`config.mk`:
```
export PLATFORM = sky130hd
export DESIGN_NAME = logic_op_resolver
export DESIGN_NICKNAME = d
export VERILOG_FILES = /design/src/rtl/logic_op_pkg.sv /design/src/rtl/logic_op_infer.sv /design/src/rtl/logic_op_resolver.sv
export SDC_FILE = /design/constraint.sdc
export NUM_CORES = 1
export LEC_CHECK = 0
export BUFFER_PORTS_ARGS = -buffer_cell sky130_fd_sc_hd__buf_2
export CORE_MARGIN = 2
export CORE_UTILIZATION = 32
export CTS_BUF_LIST = sky130_fd_sc_hd__clkbuf_8
export CTS_CLUSTER_DIAMETER = 40
export DETAILED_ROUTE_END_ITERATION = 8
export PLACE_DENSITY = 0.49
export SLEW_MARGIN = 20
export SYNTH_ARGS = -nofsm -noshare
export SYNTH_HDL_FRONTEND = slang
export SYNTH_SLANG_ARGS = --single-unit
```
`constraint.sdc`:
```
create_clock -name clk -period 2.16 [get_ports clk]
set_input_delay 0.216 -clock clk [delete_from_list [all_inputs] [get_ports clk]]
set_output_delay 0.216 -clock clk [all_outputs]
set_load 0.1 [all_outputs]
```
`src/rtl/logic_op_pkg.sv`:
```
// Shared definitions for the logic-op operand resolver.
// Holds the FSM state type, the op-select encodings and the default sizing.
package logic_op_pkg;

  localparam int DEFAULT_WIDTH   = 8;
  localparam int DEFAULT_MAX_OBS = 15;

  localparam logic OP_AND = 1'b1;
  localparam logic OP_OR  = 1'b0;

  typedef enum logic [1:0] {
    IDLE  = 2'd0,
    ACCUM = 2'd1,
    EMIT  = 2'd2
  } state_t;

  // A session closes on an explicit last flag or once the observation limit is reached.
  function automatic logic closes_session(input logic last, input logic [3:0] count,
                                          input int max_obs);
    return last || (count == 4'(max_obs));
  endfunction

endpackage

```
`src/rtl/logic_op_infer.sv`:
```
// Per-observation inference: which B bits one (op, a, result) triple reveals,
// what those bits are, and whether the triple is impossible for any B.
module logic_op_infer
  import logic_op_pkg::*;
#(
  parameter int WIDTH = DEFAULT_WIDTH
) (
  input  logic             op,
  input  logic [WIDTH-1:0] a,
  input  logic [WIDTH-1:0] result,
  output logic [WIDTH-1:0] known,
  output logic [WIDTH-1:0] value,
  output logic             inconsistent
);

  // AND passes B through where a=1 and forces 0 elsewhere; OR passes B where a=0 and forces 1 elsewhere.
  always_comb begin
    known        = '0;
    value        = '0;
    inconsistent = 1'b0;
    if (op == OP_AND) begin
      known        = a;
      value        = result & a;
      inconsistent = |(result & ~a);
    end else begin
      known        = ~a;
      value        = result & ~a;
      inconsistent = |(~result & a);
    end
  end

endmodule

```
`src/rtl/logic_op_resolver.sv`:
```
// Accumulates observations of (a op b) = result over a session and emits the
// inferred operand B, which of its bits are determined, and a conflict flag.
module logic_op_resolver
  import logic_op_pkg::*;
#(
  parameter int WIDTH   = DEFAULT_WIDTH,
  parameter int MAX_OBS = DEFAULT_MAX_OBS
) (
  input  logic             clk,
  input  logic             rst,
  input  logic             in_valid,
  output logic             in_ready,
  input  logic             x,
  input  logic [WIDTH-1:0] a,
  input  logic [WIDTH-1:0] result,
  input  logic             in_last,
  output logic             out_valid,
  input  logic             out_ready,
  output logic [WIDTH-1:0] b,
  output logic [WIDTH-1:0] b_mask,
  output logic             conflict,
  output logic             incomplete,
  output logic [3:0]       obs_count
);

  state_t           state_q, state_d;
  logic [WIDTH-1:0] mask_q, mask_d;
  logic [WIDTH-1:0] val_q, val_d;
  logic [3:0]       count_q, count_d;
  logic             sess_conflict_q, sess_conflict_d;

  logic             out_valid_q, out_valid_d;
  logic [WIDTH-1:0] b_q, b_d;
  logic [WIDTH-1:0] b_mask_q, b_mask_d;
  logic             conflict_q, conflict_d;
  logic             incomplete_q, incomplete_d;
  logic [3:0]       obs_count_q, obs_count_d;

  logic [WIDTH-1:0] obs_known;
  logic [WIDTH-1:0] obs_value;
  logic             obs_inconsistent;

  logic             accept;
  logic             first_obs;
  logic [WIDTH-1:0] mask_nx;
  logic [WIDTH-1:0] val_nx;
  logic [3:0]       count_nx;
  logic             conflict_nx;

  logic_op_infer #(
    .WIDTH(WIDTH)
  ) u_infer (
    .op          (x),
    .a           (a),
    .result      (result),
    .known       (obs_known),
    .value       (obs_value),
    .inconsistent(obs_inconsistent)
  );

  // Observations are taken whenever a record is not waiting to be collected.
  assign in_ready = !rst && (state_q != EMIT);
  assign accept   = in_valid && in_ready;

  // Fold the current observation into the session; the first observation replaces stale state.
  always_comb begin
    first_obs   = (state_q == IDLE);
    mask_nx     = mask_q;
    val_nx      = val_q;
    count_nx    = count_q;
    conflict_nx = sess_conflict_q;
    if (first_obs) begin
      mask_nx     = obs_known;
      val_nx      = obs_value;
      count_nx    = 4'd1;
      conflict_nx = obs_inconsistent;
    end else begin
      mask_nx     = mask_q | obs_known;
      val_nx      = val_q | (obs_value & ~mask_q);
      count_nx    = count_q + 4'd1;
      conflict_nx = sess_conflict_q | obs_inconsistent
                    | (|(mask_q & obs_known & (val_q ^ obs_value)));
    end
  end

  // Next-state and registered-output selection for the IDLE/ACCUM/EMIT session flow.
  always_comb begin
    state_d         = state_q;
    mask_d          = mask_q;
    val_d           = val_q;
    count_d         = count_q;
    sess_conflict_d = sess_conflict_q;
    out_valid_d     = out_valid_q;
    b_d             = b_q;
    b_mask_d        = b_mask_q;
    conflict_d      = conflict_q;
    incomplete_d    = incomplete_q;
    obs_count_d     = obs_count_q;
    case (state_q)
      IDLE, ACCUM: begin
        if (accept) begin
          mask_d          = mask_nx;
          val_d           = val_nx;
          count_d         = count_nx;
          sess_conflict_d = conflict_nx;
          if (closes_session(in_last, count_nx, MAX_OBS)) begin
            state_d      = EMIT;
            out_valid_d  = 1'b1;
            b_d          = val_nx & mask_nx;
            b_mask_d     = mask_nx;
            conflict_d   = conflict_nx;
            incomplete_d = ~&mask_nx;
            obs_count_d  = count_nx;
          end else begin
            state_d = ACCUM;
          end
        end
      end
      EMIT: begin
        if (out_ready) begin
          state_d     = IDLE;
          out_valid_d = 1'b0;
        end
      end
      default: begin
        state_d     = IDLE;
        out_valid_d = 1'b0;
      end
    endcase
  end

  // Single state register; reset discards any open session or pending record.
  always_ff @(posedge clk) begin
    if (rst) begin
      state_q         <= IDLE;
      mask_q          <= '0;
      val_q           <= '0;
      count_q         <= '0;
      sess_conflict_q <= 1'b0;
      out_valid_q     <= 1'b0;
      b_q             <= '0;
      b_mask_q        <= '0;
      conflict_q      <= 1'b0;
      incomplete_q    <= 1'b0;
      obs_count_q     <= '0;
    end else begin
      state_q         <= state_d;
      mask_q          <= mask_d;
      val_q           <= val_d;
      count_q         <= count_d;
      sess_conflict_q <= sess_conflict_d;
      out_valid_q     <= out_valid_d;
      b_q             <= b_d;
      b_mask_q        <= b_mask_d;
      conflict_q      <= conflict_d;
      incomplete_q    <= incomplete_d;
      obs_count_q     <= obs_count_d;
    end
  end

  assign out_valid  = out_valid_q;
  assign b          = b_q;
  assign b_mask     = b_mask_q;
  assign conflict   = conflict_q;
  assign incomplete = incomplete_q;
  assign obs_count  = obs_count_q;

endmodule

```
==> results of run 1 <==
[cells by family after synthesis]
kind of cell,after synthesis
flops,46
simple gates,108
fa+ha+maj,1
mux,1
xor+xnor,17
compound gates,77
buf+inv,29
[sequential cells by signal (all words and copies together), names as in the netlist]
signal,count
b,8
b_mask,8
mask_q,8
val_q,8
count_q,4
obs_count,4
state_q,2
conflict,1
incomplete,1
out_valid,1
sess_conflict_q,1
[stage by stage]
step | cells | hold slack, ps | power (uW) | area, um^2 | setup slack, ps
floorplan | 279 | 324.8 | 1269 | 2266 | 393.3
global placement | 416 | 442.3 | 1402 | 2648 | 263.8
detailed placement | 416 | 447.2 | 1401 | 2648 | 219.3
CTS | 424 | 129.7 | 1958 | 2739 | 192.3
global route | 424 | 135.5 | 2034 | 2739 | 35.15
finish | 424 | 140.8 | 1930 | 2739 | 208.4
[per-layer routing]
layer  global-route usage [%]  vias up
met5                        0        -
li1                         -     1101
met4                    4.821        0
met3                    3.864        6
met1                    21.43      980
met2                    27.69       68
[power by group]
part | internal, uW | switching, uW | total (uW)
clock network | 254 | 297 | 551
registers | 889 | 30.8 | 920
logic | 137 | 322 | 459
[synth_stat cells (2+ instances only)]
cell	instances
inv_1	10
clkbuf_1	10
o21ai_0	5
o211ai_1	2
dfxtp_1	46
nand3_1	18
o22ai_1	4
a211oi_1	18
nand4_1	2
xor2_1	9
a22oi_1	4
nor3_1	5
a21oi_1	23
buf_2	4
a311oi_1	7
nor3b_1	4
nand2_1	25
buf_6	2
xnor2_1	8
a32oi_1	7
or3_1	6
nor2_1	40
[cell type report]
cell class	instances	area, um^2	area share, %
clock buffers	6	82.58	3.015
clock inverters	2	8.758	0.3198
inverters	10	37.54	1.370
multi-input cells	204	1206	44.04
flip-flops and latches	46	920.9	33.62
well taps	96	120.1	4.386
repair buffers	60	362.8	13.25
[worst min path at each step]
stage	slack, ps	depth (start not counted)	endpoint	start
floorplan	320	1	obs_count[3]	in_last
global route	140	2	obs_count[3]	in_last
detailed placement	450	2	b[6]	b[6]
CTS	130	2	obs_count[3]	in_last
finish	140	2	obs_count[3]	in_last
global placement	440	2	b[6]	b[6]
[worst max-delay path, cell delays in order (launching register included)]
cell and delay (ps):
dfxtp_1 360, ha_1 200, xor2_1 240, a41oi_2 190, nand2b_1 190, buf_4 180, or3_1 370, a21oi_1 140
==> summary.txt, run 1 <==
Global route
  – First-pass GRT wire length: roughly 10000 um
  – Total GRT Usage: 16.59%
  – Overflow after GRT: 0
  – Vias in the first global route: between 2000 and 2500
  – Initial antenna violation count: 0
  – Pin count of the biggest net entering global routing: 40

STA
  – Setup violators final: 0
  – Minimum period implied by the final worst setup slack: 1952 ps
  – Final Hold Viols: 0
  – Final Cycle Share: ~90%
  – RSZ-0062 raised after global routing: false
  – Max Slew Vio Count: 0
  – F_max: 512.4 MHz
  – Setup Skew: 4.596 ps
  – Worst Tran Pin Value: between 400 and 500 ps
  – Setup TNS: 0 ps
  – Slew Limit Headroom: approximately two thirds

Setup path
  – R2r setup slk: 210 ps
  – Required time worst endpoint: approximately 2400 ps
  – R2R Path End: b[2]
  – CP Max Fanout: 13
  – CP endpoint: b[2]
  – Critical path arrival: around 2200 ps
  – Worst Setup Start Kind: register
  – CP Class: reg2reg
  – Reg-to-Reg Start: count_q[1]
  – Critical Path End Type: register
  – Launch point of the worst path: count_q[1]
  – R2r worst-path depth: 7

Drt
  – Met3 WL: roughly 420 um
  – Via count: roughly 2200
  – Post-detailed-route count of antenna-violating nets: 0
  – Wirelength per Cell: roughly 14 um
  – Total Routed Length: 6030 um
  – DRC viols: 0
  – DR iter-0 viols: ~110
  – DR vias/cell: 5.083
  – Met1 Wirelength: about 2800 um
  – Uppermost layer routed: met4
  – Pre-Repair DR Iteration Count: 5
  – DR WL met2: roughly 2800 um

Clocking
  – Worst skew pair latency: 300 ps
  – CTS Buffer Depth: 2
  – # resized after CTS: 0
  – Postcts setup bufs: 0
  – CTS HTree Levels: 2
  – Sink Count: 46
  – Cts bufs inserted: 5
  – Hold_buf cts: 0
  – Clock slew at reported path FFs: 90 ps
  – CTS tree: built
  – Clk root buf: clkbuf_8

Layout
  – Diodes inserted: 0
  – Fillers: 728
  – Final core occ: around two fifths
  – Leading cell type in the layout, fill and taps excluded: dfxtp_1
  – Area grow syn2layout: 21.07%
  – Most frequent cells in the layout: dfxtp_1, buf_2, nor2_1
  – Share of cells above drive strength 1: around 22%
  – Fin nets: 350

Synthesis
  – Seq cells post-synth: 46
  – Synth cell types: between 40 and 50
  – Synth Area in Compound Gates: a little under a quarter
  – Simple-gate share of the synthesized area: roughly 22%
  – Synth Area in Adders: less than 1%
  – Yosys top cell area share: 40.71%
  – Multiplexer area fraction after synthesis: less than 1%
  – Area contributors post-synth: dfxtp_1, nor2_1, a211oi_1
  – Post-synth EDFFs: 0
  – Yosys warnings: 0
  – Synth Area in XOR/XNOR: between 6 and 7%
  – Main synth FF type: dfxtp_1
  – Yosys top cell by area: dfxtp_1
  – Largest family of logic cells by synthesized area: compound AO/OA/AOI/OAI gates
  – Mapped Nets: roughly 300
  – Cell area after synthesis: 0.002262 mm^2
  – Synthesized instance count: between 200 and 300
  – Avg Cell Area, Syn: between 8 and 9 um^2
  – Async S/R FF share, synth: 0%
  – Register area share after synthesis: about two fifths

Floorplan
  – Number of core rows: 30
  – Die area: about 0.0078 mm^2
  – Die extent in y: 88.08 um
  – Std-Cell Core Area: between 0.006 and 0.007 mm^2
  – Initial Util: between 30% and 40%
  – Die width: 88.08 um
  – Boundary Pins: 46

Run
  – Max-Cap Viols: 0

Status
  – Status: completed

Place
  – PortBufs: 45
  – GPL Wtd Cong: between 0.8 and 0.9
  – HPWL after DPL: between 4000 and 5000 um

Pwr
  – Peak supply drop: ~250 uV
  – Static Leak: around 0.0011 uW
  – Pwr/cell area: slightly above 700 mW/mm^2

Min path
  – Worst Hold Class: in2reg
Power figures use the tool's default switching activity.
==> run 2: changes to the inputs <==
==> constraint.sdc (replaced) <==
create_clock -name clk -period 2.16 [get_ports clk]
set_input_delay 0.216 -clock clk [delete_from_list [all_inputs] [get_ports clk]]
set_output_delay 0.216 -clock clk [all_outputs]
set_load 0.01 [all_outputs]
==> summary.txt, run 2 (synthesized netlist as in run 1, its figures left out) <==
STA
  – Final Cycle Share: approximately 92%
  – PnR worst setup slack: 178.3 ps
  – Setup violators final: 0
  – Final Hold Viols: 0
  – Max Slew Vio Count: 0
  – Worst Tran Pin Value: around 520 ps
  – F_max: ~500 MHz
  – Slew Limit Headroom: between 60% and 70%
  – Setup Skew: ~5.5 ps
  – Minimum period implied by the final worst setup slack: about 2000 ps

Clocking
  – Clk root buf: clkbuf_8
  – Hold_buf cts: 0
  – Postcts setup bufs: 0
  – CTS Buffer Depth: 2
  – Cts bufs inserted: 5
  – Sink Count: 46
  – CTS HTree Levels: 2
  – CTS tree: built
  – Clock slew at reported path FFs: approximately 90 ps
  – Worst skew pair latency: about 300 ps

Floorplan
  – Die width: approximately 88 um
  – Die extent in y: 88.08 um
  – Boundary Pins: 46
  – Die area: between 0.007 and 0.008 mm^2
  – Initial Util: about 33%
  – Std-Cell Core Area: between 0.006 and 0.007 mm^2
  – Number of core rows: 30

Layout
  – Leading cell type in the layout, fill and taps excluded: dfxtp_1
  – Diodes inserted: 0
  – Fin nets: around 350
  – Share of cells above drive strength 1: a little over a fifth
  – Multi-input combinational cell area: between 0.001 and 0.0015 mm^2
  – Post-route cell area: 0.002735 mm^2
  – Most frequent cells in the layout: dfxtp_1, buf_2, nor2_1
  – Sequential Area: 920.9 um^2
  – Fillers: around 750
  – Area grow syn2layout: 20.91%

Run
  – Max-Cap Viols: 0

Drt
  – DR iter-0 viols: around 110
  – Total Routed Length: slightly above 6000 um
  – DR vias/cell: slightly above 5
  – Post-detailed-route count of antenna-violating nets: 0
  – Wirelength per Cell: between 10 and 15 um
  – Via count: about 2100
  – DRC viols: 0
  – Pre-Repair DR Iteration Count: 4

Place
  – HPWL after DPL: 4386 um
  – Placed Instance Area: roughly 0.0026 mm^2
  – PortBufs: between 40 and 50
  – GPL Wtd Cong: 0.8697
  – Place WS: a little under 200 ps

Setup path
  – R2r worst-path depth: 7
  – R2R Path End: b[4]
  – CP Max Fanout: 13
  – Required time worst endpoint: between 2000 and 2500 ps
  – CP Class: reg2reg
  – Reg-to-Reg Start: count_q[1]
  – R2r setup slk: roughly 180 ps
  – Critical path arrival: 2210 ps
  – Worst Setup Start Kind: register
  – Critical Path End Type: register

Pwr
  – Pwr/cell area: about 660 mW/mm^2
  – Peak supply drop: 272.0 uV
  – Static Leak: 0.001089 uW

Global route
  – Total GRT Usage: 16.41%
  – Overflow after GRT: 0
  – Pin count of the biggest net entering global routing: 48
  – First-pass GRT wire length: just under 10000 um
  – Vias in the first global route: roughly 2000
  – Initial antenna violation count: 0

Status
  – Status: completed

Min path
  – Hold path depth: 2
  – Hold worst-path end: obs_count[3]
  – Worst Hold Class: in2reg
  – Min-delay src: in_last
[run 2: cell count changes in the layout (fill, tap and decap cells not counted)]
cell	delta
a21oi_2	-1
xor2_2	+1
a21oi_1	+1
buf_4	-1
xor2_1	-1
[run 2: worst max-delay path: stages, from the launching register on]
cell and delay (ps):
dfxtp_1 360, ha_1 240, xor2_2 200, a41oi_2 200, nand2b_1 200, buf_4 190, or3_1 380, a21oi_1 140
[run 2: where the power goes]
part / internal [uW] / switching [uW]
clock: 254 / 289
combinational: 135 / 198
sequential: 889 / 30.0
[run 2: worst max-delay path by stage]
stage                     from    to  cells past startpoint
floorplan           count_q[0]  b[3]                      6
global placement    count_q[1]  b[3]                      7
detailed placement  count_q[1]  b[4]                      7
CTS                 count_q[1]  b[4]                      7
global route        count_q[1]  b[4]                      7
finish              count_q[1]  b[4]                      7
[run 2: cell type report]
cell class,instances,area share (%)
multi-input cells,204,44.24
well taps,96,4.392
clock inverters,2,0.3202
clock buffers,6,3.019
flip-flops and latches,46,33.67
inverters,10,1.372
repair buffers,59,12.99
[run 2: what timing repair did]
| action | in CTS | in global routing |
|---|---|---|
| endpoints found under the hold margin | 0 | 0 |
| endpoints found under the setup margin | 0 | 1 |
| resized for setup | 0 | 1 |
[run 2: layer usage]
metal	up-vias	share of wire, %	global-route usage [%]
li1	1104	-	-
met1	972	47	21.54
met2	46	48	27.34
met5	-	0	0
met4	0	1.6	4.545
met3	8	3.6	3.487
[run 2: stage by stage]
| stage | total power [uW] | hold slack, ps | std cells | setup TNS [ps] | utilization, % |
|---|---|---|---|---|---|
| 2_1_floorplan | 1146 | 324.8 | 279 | 0 | - |
| 3_3_place_gp | 1275 | 439.0 | 415 | 0 | 38.59 |
| 3_5_place_dp | 1275 | 443.5 | 415 | 0 | 38.59 |
| 4_1_cts | 1822 | 132.5 | 423 | 0 | 39.93 |
| 5_1_grt | 1906 | 144.3 | 423 | -0.9208 | 40.04 |
| 6_report | 1795 | 141.2 | 423 | 0 | 40.04 |
